## config.mk

```make
export PLATFORM = sky130hd
export DESIGN_NAME = ltc2208_sample_source
export DESIGN_NICKNAME = d
export VERILOG_FILES = /design/src/rtl/ltc2208_pkg.sv /design/src/rtl/ltc2208_randomise.sv /design/src/rtl/ltc2208_sample_source.sv
export SDC_FILE = /design/constraint.sdc
export NUM_CORES = 1
export LEC_CHECK = 0
export CORE_ASPECT_RATIO = 0.6
export CORE_MARGIN = 1.5
export CORE_UTILIZATION = 57
export CTS_BUF_LIST = sky130_fd_sc_hd__clkbuf_4 sky130_fd_sc_hd__clkbuf_8 sky130_fd_sc_hd__clkbuf_16
export CTS_CLUSTER_DIAMETER = 120
export DETAILED_ROUTE_END_ITERATION = 7
export HOLD_SLACK_MARGIN = 0.02
export PLACE_DENSITY = 0.85
export SLEW_MARGIN = 20
export SYNTH_ARGS = -nofsm -noshare
export SYNTH_HDL_FRONTEND = slang
export SYNTH_SLANG_ARGS = --single-unit
```

## constraint.sdc

```tcl
create_clock -name clk -period 4.1 [get_ports clk]
set_input_delay 1.23 -clock clk [delete_from_list [all_inputs] [get_ports clk]]
set_output_delay 1.23 -clock clk [all_outputs]
set_load 0.05 [all_outputs]
```

## src/rtl/ltc2208_pkg.sv

```systemverilog
// Shared encodings for the LTC2208 ADC-bus emulator: mode codes, FSM states, PRBS15 taps.
package ltc2208_pkg;

  localparam logic [1:0] MODE_CONST  = 2'd0;
  localparam logic [1:0] MODE_RAMP   = 2'd1;
  localparam logic [1:0] MODE_PRBS   = 2'd2;
  localparam logic [1:0] MODE_STREAM = 2'd3;

  typedef enum logic [2:0] {
    ST_CONST,
    ST_RAMP,
    ST_PRBS,
    ST_PRIME,
    ST_STREAM
  } state_t;

  localparam int PRBS_TAP_A = 14;
  localparam int PRBS_TAP_B = 13;
  localparam logic [14:0] PRBS_DEFAULT_SEED = 15'h7FFF;

  // STREAM is always entered through PRIME so nothing is replayed before the first beat.
  function automatic state_t mode_to_state(input logic [1:0] m);
    case (m)
      MODE_RAMP:   return ST_RAMP;
      MODE_PRBS:   return ST_PRBS;
      MODE_STREAM: return ST_PRIME;
      default:     return ST_CONST;
    endcase
  endfunction

endpackage

```

## src/rtl/ltc2208_randomise.sv

```systemverilog
// Stage-2 output register applying the LTC2208 output randomiser
// (bit0 set -> complement all upper bits).
module ltc2208_randomise
  import ltc2208_pkg::*;
#(
  parameter int DATA_W = 16
) (
  input  logic              clk,
  input  logic              rst,
  input  logic              rand_sel,
  input  logic [DATA_W-1:0] din,
  input  logic              din_valid,
  output logic [DATA_W-1:0] dout,
  output logic              dout_valid
);

  logic [DATA_W-1:0] dout_p2;
  logic              vld_p2;

  function automatic logic [DATA_W-1:0] randomise(input logic sel, input logic [DATA_W-1:0] x);
    if (sel && x[0]) return {~x[DATA_W-1:1], x[0]};
    return x;
  endfunction

  // ---- stage 2: randomised output register ----
  always_ff @(posedge clk) begin
    if (rst) begin
      vld_p2  <= 1'b0;
      dout_p2 <= '0;
    end else begin
      vld_p2 <= din_valid;
      if (din_valid) dout_p2 <= randomise(rand_sel, din);
    end
  end

  assign dout       = dout_p2;
  assign dout_valid = vld_p2;

endmodule

```

## src/rtl/ltc2208_sample_source.sv

```systemverilog
// LTC2208 ADC output-bus emulator: mode FSM and sample generators (stage 1)
// feeding the randomiser register (stage 2).
module ltc2208_sample_source
  import ltc2208_pkg::*;
#(
  parameter int          DATA_WIDTH = 16,
  parameter logic [14:0] PRBS_SEED  = 15'h7FFF
) (
  input  logic                  clk,
  input  logic                  rst,
  input  logic                  sample_en,
  input  logic                  rand_sel,
  input  logic [1:0]            mode,
  input  logic [DATA_WIDTH-1:0] const_val,
  input  logic [DATA_WIDTH-1:0] ramp_step,
  input  logic [DATA_WIDTH-1:0] s_axis_tdata,
  input  logic                  s_axis_tvalid,
  output logic                  s_axis_tready,
  output logic [DATA_WIDTH-1:0] dout,
  output logic                  dout_valid,
  output logic [1:0]            mode_active,
  output logic [15:0]           underrun_cnt
);

  localparam logic [14:0] SEED = (PRBS_SEED == 15'd0) ? PRBS_DEFAULT_SEED : PRBS_SEED;

  state_t                state_q, state_d;
  logic [1:0]            mode_active_q;
  logic [DATA_WIDTH-1:0] acc_q, acc_d;
  logic [14:0]           lfsr_q, lfsr_d;
  logic [DATA_WIDTH-1:0] last_q, last_d;
  logic [15:0]           under_q, under_d;
  logic [DATA_WIDTH-1:0] raw_d;
  logic [DATA_WIDTH-1:0] raw_p1;
  logic                  vld_p1;
  logic                  fb;
  logic                  mode_change;
  logic                  stream_state;

  assign fb            = lfsr_q[PRBS_TAP_A] ^ lfsr_q[PRBS_TAP_B];
  assign mode_change   = (mode != mode_active_q);
  assign stream_state  = (state_q == ST_PRIME) || (state_q == ST_STREAM);
  assign s_axis_tready = sample_en && stream_state;

  always_comb begin
    state_d = state_q;
    acc_d   = acc_q;
    lfsr_d  = lfsr_q;
    last_d  = last_q;
    under_d = under_q;
    raw_d   = '0;
    if (sample_en) begin
      case (state_q)
        ST_CONST: raw_d = const_val;
        ST_RAMP: begin
          raw_d = acc_q;
          acc_d = acc_q + ramp_step;
        end
        ST_PRBS: begin
          raw_d  = {lfsr_q, {(DATA_WIDTH-15){fb}}};
          lfsr_d = {lfsr_q[13:0], fb};
        end
        ST_PRIME: begin
          if (s_axis_tvalid) begin
            raw_d   = s_axis_tdata;
            last_d  = s_axis_tdata;
            state_d = ST_STREAM;
          end
        end
        ST_STREAM: begin
          if (s_axis_tvalid) begin
            raw_d  = s_axis_tdata;
            last_d = s_axis_tdata;
          end else begin
            raw_d = last_q;
            if (under_q != 16'hFFFF) under_d = under_q + 16'd1;
          end
        end
        default: raw_d = '0;
      endcase
    end
    // A coinciding sample still comes from the old mode; only generator state is reloaded.
    if (mode_change) begin
      state_d = mode_to_state(mode);
      acc_d   = '0;
      lfsr_d  = SEED;
      under_d = '0;
    end
  end

  // ---- stage 1: generator state and raw sample ----
  always_ff @(posedge clk) begin
    if (rst) begin
      state_q       <= ST_CONST;
      mode_active_q <= MODE_CONST;
      acc_q         <= '0;
      lfsr_q        <= SEED;
      under_q       <= '0;
      vld_p1        <= 1'b0;
    end else begin
      state_q       <= state_d;
      mode_active_q <= mode;
      acc_q         <= acc_d;
      lfsr_q        <= lfsr_d;
      under_q       <= under_d;
      vld_p1        <= sample_en;
    end
  end

  always_ff @(posedge clk) begin
    last_q <= last_d;
    if (sample_en) raw_p1 <= raw_d;
  end

  // ---- stage 2 ----
  ltc2208_randomise #(.DATA_W(DATA_WIDTH)) u_randomise (
    .clk        (clk),
    .rst        (rst),
    .rand_sel   (rand_sel),
    .din        (raw_p1),
    .din_valid  (vld_p1),
    .dout       (dout),
    .dout_valid (dout_valid)
  );

  assign mode_active  = mode_active_q;
  assign underrun_cnt = under_q;

endmodule

```

==> Word-level counts from Yosys, hierarchy flattened <==
Cells that the tools add are included.
{ "classes": {"n_reduce_logical": 14, "muxes": 13, "n_bitwise": 3, "addsub": 2, "n_eq_ne": 9} }
{ "ops": {"columns": ["cell", "n"], "rows": [
  ["$pmux W16 S5", 1],
  ["$mux W16", 4],
  ["$add A16 B1 Y16 const B", 1],
  ["$add A16 B16 Y16", 1],
  ["$ne A16 B16 Y1 const B", 1],
  ["$not A15 Y15", 1],
  ["$mux W3", 4],
  ["$eq A3 B2 Y1 const B", 2],
  ["$pmux W2 S3", 1],
  ["$reduce_and A2 Y1", 3],
  ["$reduce_bool A2 Y1", 3],
  ["$eq A2 B2 Y1 const B", 2],
  ["$reduce_and A4 Y1", 1],
  ["$reduce_or A2 Y1", 2],
  ["$eq A3 B1 Y1 const B", 1],
  ["$eq A3 B3 Y1 const B", 1],
  ["$logic_not A3 Y1", 1],
  ["$mux W1", 3],
  ["$reduce_and A3 Y1", 1],
  ["$eq A2 B1 Y1 const B", 1],
  ["$logic_and A1 B1 Y1", 2],
  ["$ne A2 B2 Y1", 1],
  ["$logic_or A1 B1 Y1", 1],
  ["$not A1 Y1", 1],
  ["$xor A1 B1 Y1", 1]
]} }
{ "word_totals": {"in_bits": 55, "wordCells": 51, "output_inout_bits": 36, "register_bits": 102} }

==> Longest topological paths before layout <==
Gate-level depths: netlist of the first run.
{ "logic_depth": {"ltp_word": 5, "mapped_depth": 9, "ltp_nobuf": 9} }

==> Hierarchy <==
A second synthesis of the first run with hierarchy kept.
{ "unflattened": {"hier_cells": 560, "hier_area_um2": 5353.9} }
{ "modules_own_cells": {"columns": ["mod", "seq_area_each_um2", "n_inst", "cells_per_inst", "area_per_inst_um2"], "rows": [
  ["ltc2208_sample_source", 2021.9, 1, 470, 4419.2],
  ["ltc2208_randomise", 340.3, 1, 90, 934.6]
]} }

==> Worst setup path before layout of the first run <==
No wires, ideal clock.
{ "synth_path": {"kind": "in2out", "start": "input port sample_en", "end": "output port s_axis_tready", "path_slack_ns": 0.876, "stages": 1, "t_arrival_ns": 1.994, "n_path_buf": 0, "cell_sequence": "and2_1"} }
{ "synth_between": {"elab_chain_cells": 1} }
{ "synth_rtl": {"columns": ["element", "line", "source"], "rows": [
  ["from (decl)", "ltc2208_sample_source.sv:11", "input logic sample_en,"],
  ["$logic_and A1 B1 Y1", "ltc2208_sample_source.sv:43", "assign s_axis_tready = sample_en && stream_state;"],
  ["to (decl)", "ltc2208_sample_source.sv:18", "output logic s_axis_tready,"]
]} }
Every way passes these cells.

==> Worst setup path in the final report of the first run <==
Same ends and word-level chain as after synthesis.

==> summary.txt, run 1 <==
Worst setup path
  – Crit end category: output port
  – Worst-path maximum fanout: 2
  – Crit path kind: in2out
  – Startpoint types: primary input
  – Critical Path RT: approximately 2.9 ns
  – Crit path DAT: 2.09 ns

Synthesis
  – Seq/Total Area, Yosys: a little under half
  – Ys flop type: dfxtp_1
  – Post-Syn Area: between 5000 and 6000 um2
  – Cells after synthesis: approximately 550
  – Synth warn: 0
  – Synth Area per Inst: around 9.4 um2
  – Number of synthesized flops with an enable pin: 32
  – Yosys cell types: 50
  – Async S/R FF share, synth: 0%
  – Post-synth net total: 620
  – Flops & latches, synth: between 100 and 150

Global routing
  – First-pass GRT wire length: ~21,000 um
  – Grt ovf: 0
  – Number of global-route vias before repair: approximately 4,200
  – Initial antenna violation count: 0
  – All-Layer GR Usage: about 28%
  – Largest net degree at the start of global routing: 33

Clock tree
  – CTS tree: built
  – Cts bufs inserted: 9
  – Setup Buffers After CTS: 0
  – H-tree depth: 3
  – CTS resizes: 0
  – Worst-Skew Late Latency: about 0.35 ns
  – Root buf cell: clkbuf_16
  – Max clock buf depth: 2
  – CTS hold repair buffers: 0
  – Clk sinks: 102
  – Reg clk slew, reported paths: 0.07 ns

Floorplan
  – Core Area: 8650 um2
  – Die area: 9670 um2
  – Vert. Die Dim: between 70 and 80 um
  – Row Count: 26
  – Die Width: roughly 130 um
  – Initial core utilization: roughly three fifths
  – Number of I/O pins: 91

Run
  – Max-Cap Viols: 0

Layout
  – Synthesis-to-finish area growth: 25.4%
  – Total of fill cells in the finished design: a little under 600
  – Multi-input gate area: about 2700 um2
  – Sequential cell area: approximately 2400 um2
  – Most common cell after layout, fill and taps aside: clkdlybuf4s50_1
  – Most frequent cells in the layout: clkdlybuf4s50_1 (89), dfxtp_1 (70), nand2_1 (68)
  – Layout cells sized above 1: between 8 and 9%
  – Ant. Diodes: 0
  – Layout Nets: between 700 and 800
  – Layout Cells excl Fill: 746
  – Design area: 6480 um2

Pwr
  – Cell Pwr Density: between 300 and 400 nW/um2
  – Reg power frac: a little under half
  – Switching Share: ~26%
  – P_leak: about 2.4 nW
  – Clk pwr share: 37.2%
  – Worst ir drop on vdd: ~260 uV
  – Comb power frac: 15.3%
  – P_sw: roughly 0.60 mW
  – Int Power: ~1.7 mW

Drt
  – Detailed-route wire length: roughly 13,000 um
  – DRT Pass-1 Iters: 8
  – Via count: roughly 4,500
  – Via density: 6.04
  – Mean routed wirelength per cell: around 18 um
  – Routed Antenna Nets: 0
  – Drt initial violations: about 470
  – DRC viols: 4

Timing
  – Final hold vios: 0
  – Peak Freq: between 300 and 400 MHz
  – Slew Viols, Final: 0
  – Final Setup Violations: 0
  – RSZ-0062 raised after global routing: no
  – Least-Margin Pin Slew: approximately 0.95 ns
  – Layout Skew: ~0.0047 ns
  – Setup TNS: 0 ns
  – Final worst path period need: between 3 and 4 ns
  – Fraction of the cycle the final worst path needs: about four fifths
  – Slew margin rel.: a little under two fifths

Min path
  – Worst min path class: reg2reg

Placed design
  – Placed cell areas: ~6000 um2
  – DP Wirelength: 9620 um
  – Gpl congestion: 0.940
  – Cells after DPL: 730
  – PortBufs: 90

Run status
  – Status: complete, but fails checks
  – Failing checks: DRC
-- layout make-up --
type / instances / share of cell area, %
Inverter: 6 / 0.347
Multi-Input combinational cell: 410 / 41.2
Sequential cell: 102 / 36.4
Tap cell: 112 / 2.16
Timing Repair Buffer: 100 / 15.2
Clock buffer: 12 / 3.92
Clock inverter: 4 / 0.753
-- state kept, by name, indices dropped and copies added, names as in the netlist --
signal	flops
acc_q	16
u_randomise.dout_valid	1
u_randomise.dout	16
vld_p1	1
state_q	3
last_q	16
raw_p1	16
lfsr_q	15
underrun_cnt	16
mode_active	2
-- cells by family after synthesis --
logic type | count (synthesis) | share of synthesized area, %
DFF | 102 | 45.7
AOI/OAI and AO/OA | 120 | 15.4
buffers and inverters | 36 | 2.69
xor gates and xnor gates | 47 | 7.96
adders and majority gates | 17 | 4.26
muxes | 30 | 6.20
and+or+nand+nor | 196 | 17.8
-- metrics by stage --
step | util (%) | total power [mW] | hold WS [ns] | worst slack [ns]
after floorplan | - | 1.34 | 0.444 | 0.876
after global routing | 74.9 | 2.41 | 0.506 | 0.707
after detailed placement | 71.4 | 1.48 | 0.478 | 0.473
final | 74.9 | 2.34 | 0.486 | 0.780
after CTS | 74.9 | 2.33 | 0.486 | 0.769
after global placement | 71.4 | 1.47 | 0.464 | 0.551
-- power by group through the flow --
stage	logic, mW	clock network (mW)	registers [mW]
floorplan	0.175	0	1.17
global placement	0.340	0	1.13
detailed placement	0.349	0	1.13
CTS	0.351	0.873	1.11
global route	0.379	0.915	1.11
finish	0.358	0.870	1.11
-- worst max-delay path, stage by stage --
cell and delay (ns):
clkdlybuf4s50_1 0.50, and2_1 0.21, buf_12 0.15
-- Yosys cell counts, drive strengths merged, types with 2 or more instances --
master	instances	area, um2
clkbuf	24	90.1
o32a	3	30.0
nor2	62	235
or2	2	12.5
xor2	31	272
o21bai	3	22.5
nand2b	2	12.5
nand3	24	120
o21a	3	22.5
o31ai	4	43.8
nor3	3	20.0
nand4	5	46.3
a211oi	19	143
a21o	4	30.0
a31oi	17	106
mux2	16	180
nor2b	23	144
nand2	68	255
a2bb2oi	4	35.0
ha	16	200
inv	5	18.8
a21oi	30	150
o22ai	16	100
edfxtp	32	961
mux2i	14	140
o211ai	2	15.0
a22oi	2	15.0
dfxtp	70	1400
xnor2	16	140
o21ai	9	45.0
buf	6	26.3
and4	2	20.0
-- path summary, 6_finish.rpt --
kind,start,slack [ns],end,cells past startpoint
setup / recovery,sample_en,0.78,s_axis_tready,3
hold / removal,u_randomise.dout[11],0.49,u_randomise.dout[11],2
setup reg to reg,state_q[0],1.60,acc_q[15],4
hold reg to reg,u_randomise.dout[11],0.49,u_randomise.dout[11],2
-- routing by layer --
layer | routed length, um | up-vias | GRT usage, % | share of wire [%]
li1 | - | 2114 | - | -
met1 | 5600 | 2113 | 37.4 | 42
met2 | 5860 | 249 | 42.2 | 44
met3 | 1530 | 28 | 10.2 | 12
met4 | 248 | 0 | 10.5 | 1.9
met5 | 0 | - | 0 | 0
No activity file was read; power rests on OpenSTA's default activity.
==> inputs of run 2 (changes only) <==
Settings changed: CORE_UTILIZATION 57 to 48, PLACE_DENSITY 0.85 to 0.77.
Clock period 4.1 ns to 3.04 ns, I/O delays scaled along.
==> run 2 against run 1 <==
Against the previous run: setup slack worse by 0.60 ns; register-to-register slack got worse by 0.84 ns; largest cell class unchanged; sequential power grew 34%; critical endpoint is now acc_q[15]; clock skew grew 0.0035 ns; sequential share of layout area is 0.93 points lower; the run now ends clean; utilization fell by 12 points; first-iteration DRC count shrank 26%; worst hold slack lost 0.0071 ns; combinational power rose by 40%; die area up 18%; via count down 2.7%.
==> summary.txt, run 2 (synthesized netlist as in run 1, its figures left out) <==
Timing
  – Peak Freq: around 350 MHz
  – Min setup slack post-route: 0.178 ns (was 0.780 ns)
  – Final worst path period need: 2.86 ns
  – Layout Skew: 0.00824 ns (was 0.00474 ns)
  – Final Setup Violations: 0 (unchanged)
  – Least-Margin Pin Slew: 0.993 ns (was 0.946 ns)
  – RSZ-0062 raised after global routing: no (unchanged)
  – Setup TNS: 0 ns (unchanged)
  – Fraction of the cycle the final worst path needs: a little over nine tenths
  – Slew margin rel.: 33.7% (was 36.8%)
  – Slew Viols, Final: 0 (unchanged)
  – Final hold vios: 0 (unchanged)

Layout
  – Synthesis-to-finish area growth: 28.7% (was 25.4%)
  – Design area: 6650 um2 (was 6480 um2)
  – Layout Nets: 717 (was 701)
  – Layout cells sized above 1: 10.6% (was 8.20%)
  – Most common cell after layout, fill and taps aside: clkdlybuf4s50_1 (unchanged)
  – Final Core Density: 63.2% (was 74.9%)
  – Most frequent cells in the layout: clkdlybuf4s50_1 (89), dfxtp_1 (70), nand2_1 (68) (unchanged)
  – Ant. Diodes: 0 (unchanged)

Worst setup path
  – Worst-path cell chain: clkdlybuf4s50_1, ha_1, a211oi_1, o21ai_1, o31a_1, a31oi_1, xor2_1, or3_1, a21oi_1 (was clkdlybuf4s50_1, and2_1, buf_12)
  – Slowest stage delay, CP: 0.43 ns (was 0.50 ns)
  – Critical Path RT: 3.31 ns (was 2.87 ns)
  – CP Launch Point: ramp_step[1] (was sample_en)
  – Startpoint types: primary input (unchanged)
  – Critical R2R Capture: acc_q[15] (unchanged)
  – Crit path DAT: 3.14 ns (was 2.09 ns)
  – Critical Path Stages: 9 (was 3)
  – R2R setup slack: 0.76 ns (was 1.60 ns)
  – Bufs and invs on worst path: 1 (was 2)
  – Crit end category: register (was output port)
  – Reg2reg path depth: 8 (was 4)
  – CP Capture Point: acc_q[15] (was s_axis_tready)
  – Worst-path maximum fanout: 2 (unchanged)
  – Reg-to-Reg Start: acc_q[1] (was state_q[0])
  – CP max-delay cell: clkdlybuf4s50_1 (unchanged)
  – CP delay by family, top: compound AO/OA/AOI/OAI gates (was buffers and inverters)
  – Crit path kind: in2reg (was in2out)

Clock tree
  – Worst-Skew Late Latency: 0.35 ns (about the same)
  – Max clock buf depth: 2 (unchanged)
  – CTS tree: built (unchanged)
  – Setup Buffers After CTS: 0 (unchanged)
  – Cts bufs inserted: 9 (unchanged)
  – Clk sinks: 102 (unchanged)
  – H-tree depth: 3 (unchanged)
  – Root buf cell: clkbuf_16 (unchanged)
  – Reg clk slew, reported paths: 0.07 ns (about the same)

Floorplan
  – Core Area: 10,500 um2 (was 8650 um2)
  – Initial core utilization: 49.1% (was 59.7%)
  – Die area: 11,400 um2 (was 9670 um2)
  – Die Width: 137 um (was 126 um)
  – Row Count: 29 (was 26)
  – Vert. Die Dim: 83.4 um (was 76.8 um)
  – Number of I/O pins: 91 (unchanged)

Drt
  – Via density: 5.55 (was 6.04)
  – Routed Antenna Nets: 0 (unchanged)
  – DRT Pass-1 Iters: 5 (was 8)
  – DRC viols: 0 (was 4)
  – Via count: 4,382 (was 4,504)
  – Detailed-route wire length: 13,200 um (about the same)
  – Drt initial violations: 346 (was 468)
  – Mean routed wirelength per cell: 16.7 um (was 17.7 um)

Global routing
  – GR Util met1: 37.0% (was 37.4%)
  – Largest net degree at the start of global routing: 33 (unchanged)
  – Initial antenna violation count: 0 (unchanged)
  – First-pass GRT wire length: 21,300 um (was 21,100 um)
  – Met2 global-route usage: 33.9% (was 42.2%)
  – All-Layer GR Usage: 24.3% (was 28.1%)
  – Met3 usage in global routing: 6.53% (was 10.2%)
  – Most used routing layer: met1 (was met2)
  – Number of global-route vias before repair: 4,107 (was 4,163)
  – Grt ovf: 0 (unchanged)

Run status
  – Status: finished clean (was complete, but fails checks)

Pwr
  – Worst ir drop on vdd: 314 uV (was 258 uV)
  – P_leak: 2.46 nW (was 2.38 nW)
  – Power Total: 3.16 mW (was 2.34 mW)
  – Cell Pwr Density: 476 nW/um2 (was 361 nW/um2)

Min path
  – Worst min path class: reg2reg (unchanged)

Placed design
  – PortBufs: 90 (unchanged)
  – DP Wirelength: 9630 um (was 9620 um)
  – Placed cell areas: 6350 um2 (was 6180 um2)
  – Gpl congestion: 0.877 (was 0.940)
  – DP Worst Slack: -0.169 ns (was 0.473 ns)

Run
  – Max-Cap Viols: 0 (unchanged)
-- run 2: layer usage --
| metal | up-vias | part of all wire, % |
|---|---|---|
| li1 | 2157 | - |
| met1 | 2039 | 49 |
| met2 | 172 | 41 |
| met3 | 14 | 8.7 |
| met4 | 0 | 1.1 |
| met5 | - | 0 |
-- run 2: area by class of cell --
class                           count  area (um2)
Clock buffer                       14         293
Fill cell                         854        3870
Sequential cell                   102        2360
Clock inverter                      2        12.5
Multi-Input combinational cell    410        2670
Inverter                            6        22.5
Timing Repair Buffer              116        1120
Tap cell                          139         174
-- run 2: report_power, final --
part | total [mW] | internal (mW) | leakage (nW) | switching, mW
clock network | 1.17 | 0.668 | 0.151 | 0.503
logic | 0.500 | 0.221 | 1.44 | 0.279
registers | 1.49 | 1.46 | 0.872 | 0.0348
total | 3.16 | 2.35 | 2.46 | 0.817
-- run 2: how the worst min path moves through the flow --
stage	slack [ns]	endpoint	startpoint	cells after the start
2_1_floorplan	0.44	acc_q[4]	acc_q[4]	2
3_3_place_gp	0.46	lfsr_q[1]	lfsr_q[0]	2
3_5_place_dp	0.47	acc_q[6]	acc_q[6]	2
4_1_cts	0.48	acc_q[6]	acc_q[6]	2
5_1_grt	0.50	lfsr_q[7]	lfsr_q[6]	2
6_report	0.48	acc_q[6]	acc_q[6]	2
-- run 2: repair_timing --
action / in CTS / in global routing
endpoints found under the setup margin: 0 / 1
resized for setup: 0 / 1
hold buffers: 0 / 0
-- run 2: through the flow --
stage,hold slack [ns],std cells
6_report,0.479,789
5_1_grt,0.499,789
4_1_cts,0.482,789
3_5_place_dp,0.473,773
3_3_place_gp,0.462,773
2_1_floorplan,0.444,548
-- run 2: tightest hold or removal path: stages, from the launching register on --
cell,delay [ns]
dfxtp_1,0.33
nand2_1,0.06
a21oi_1,0.05
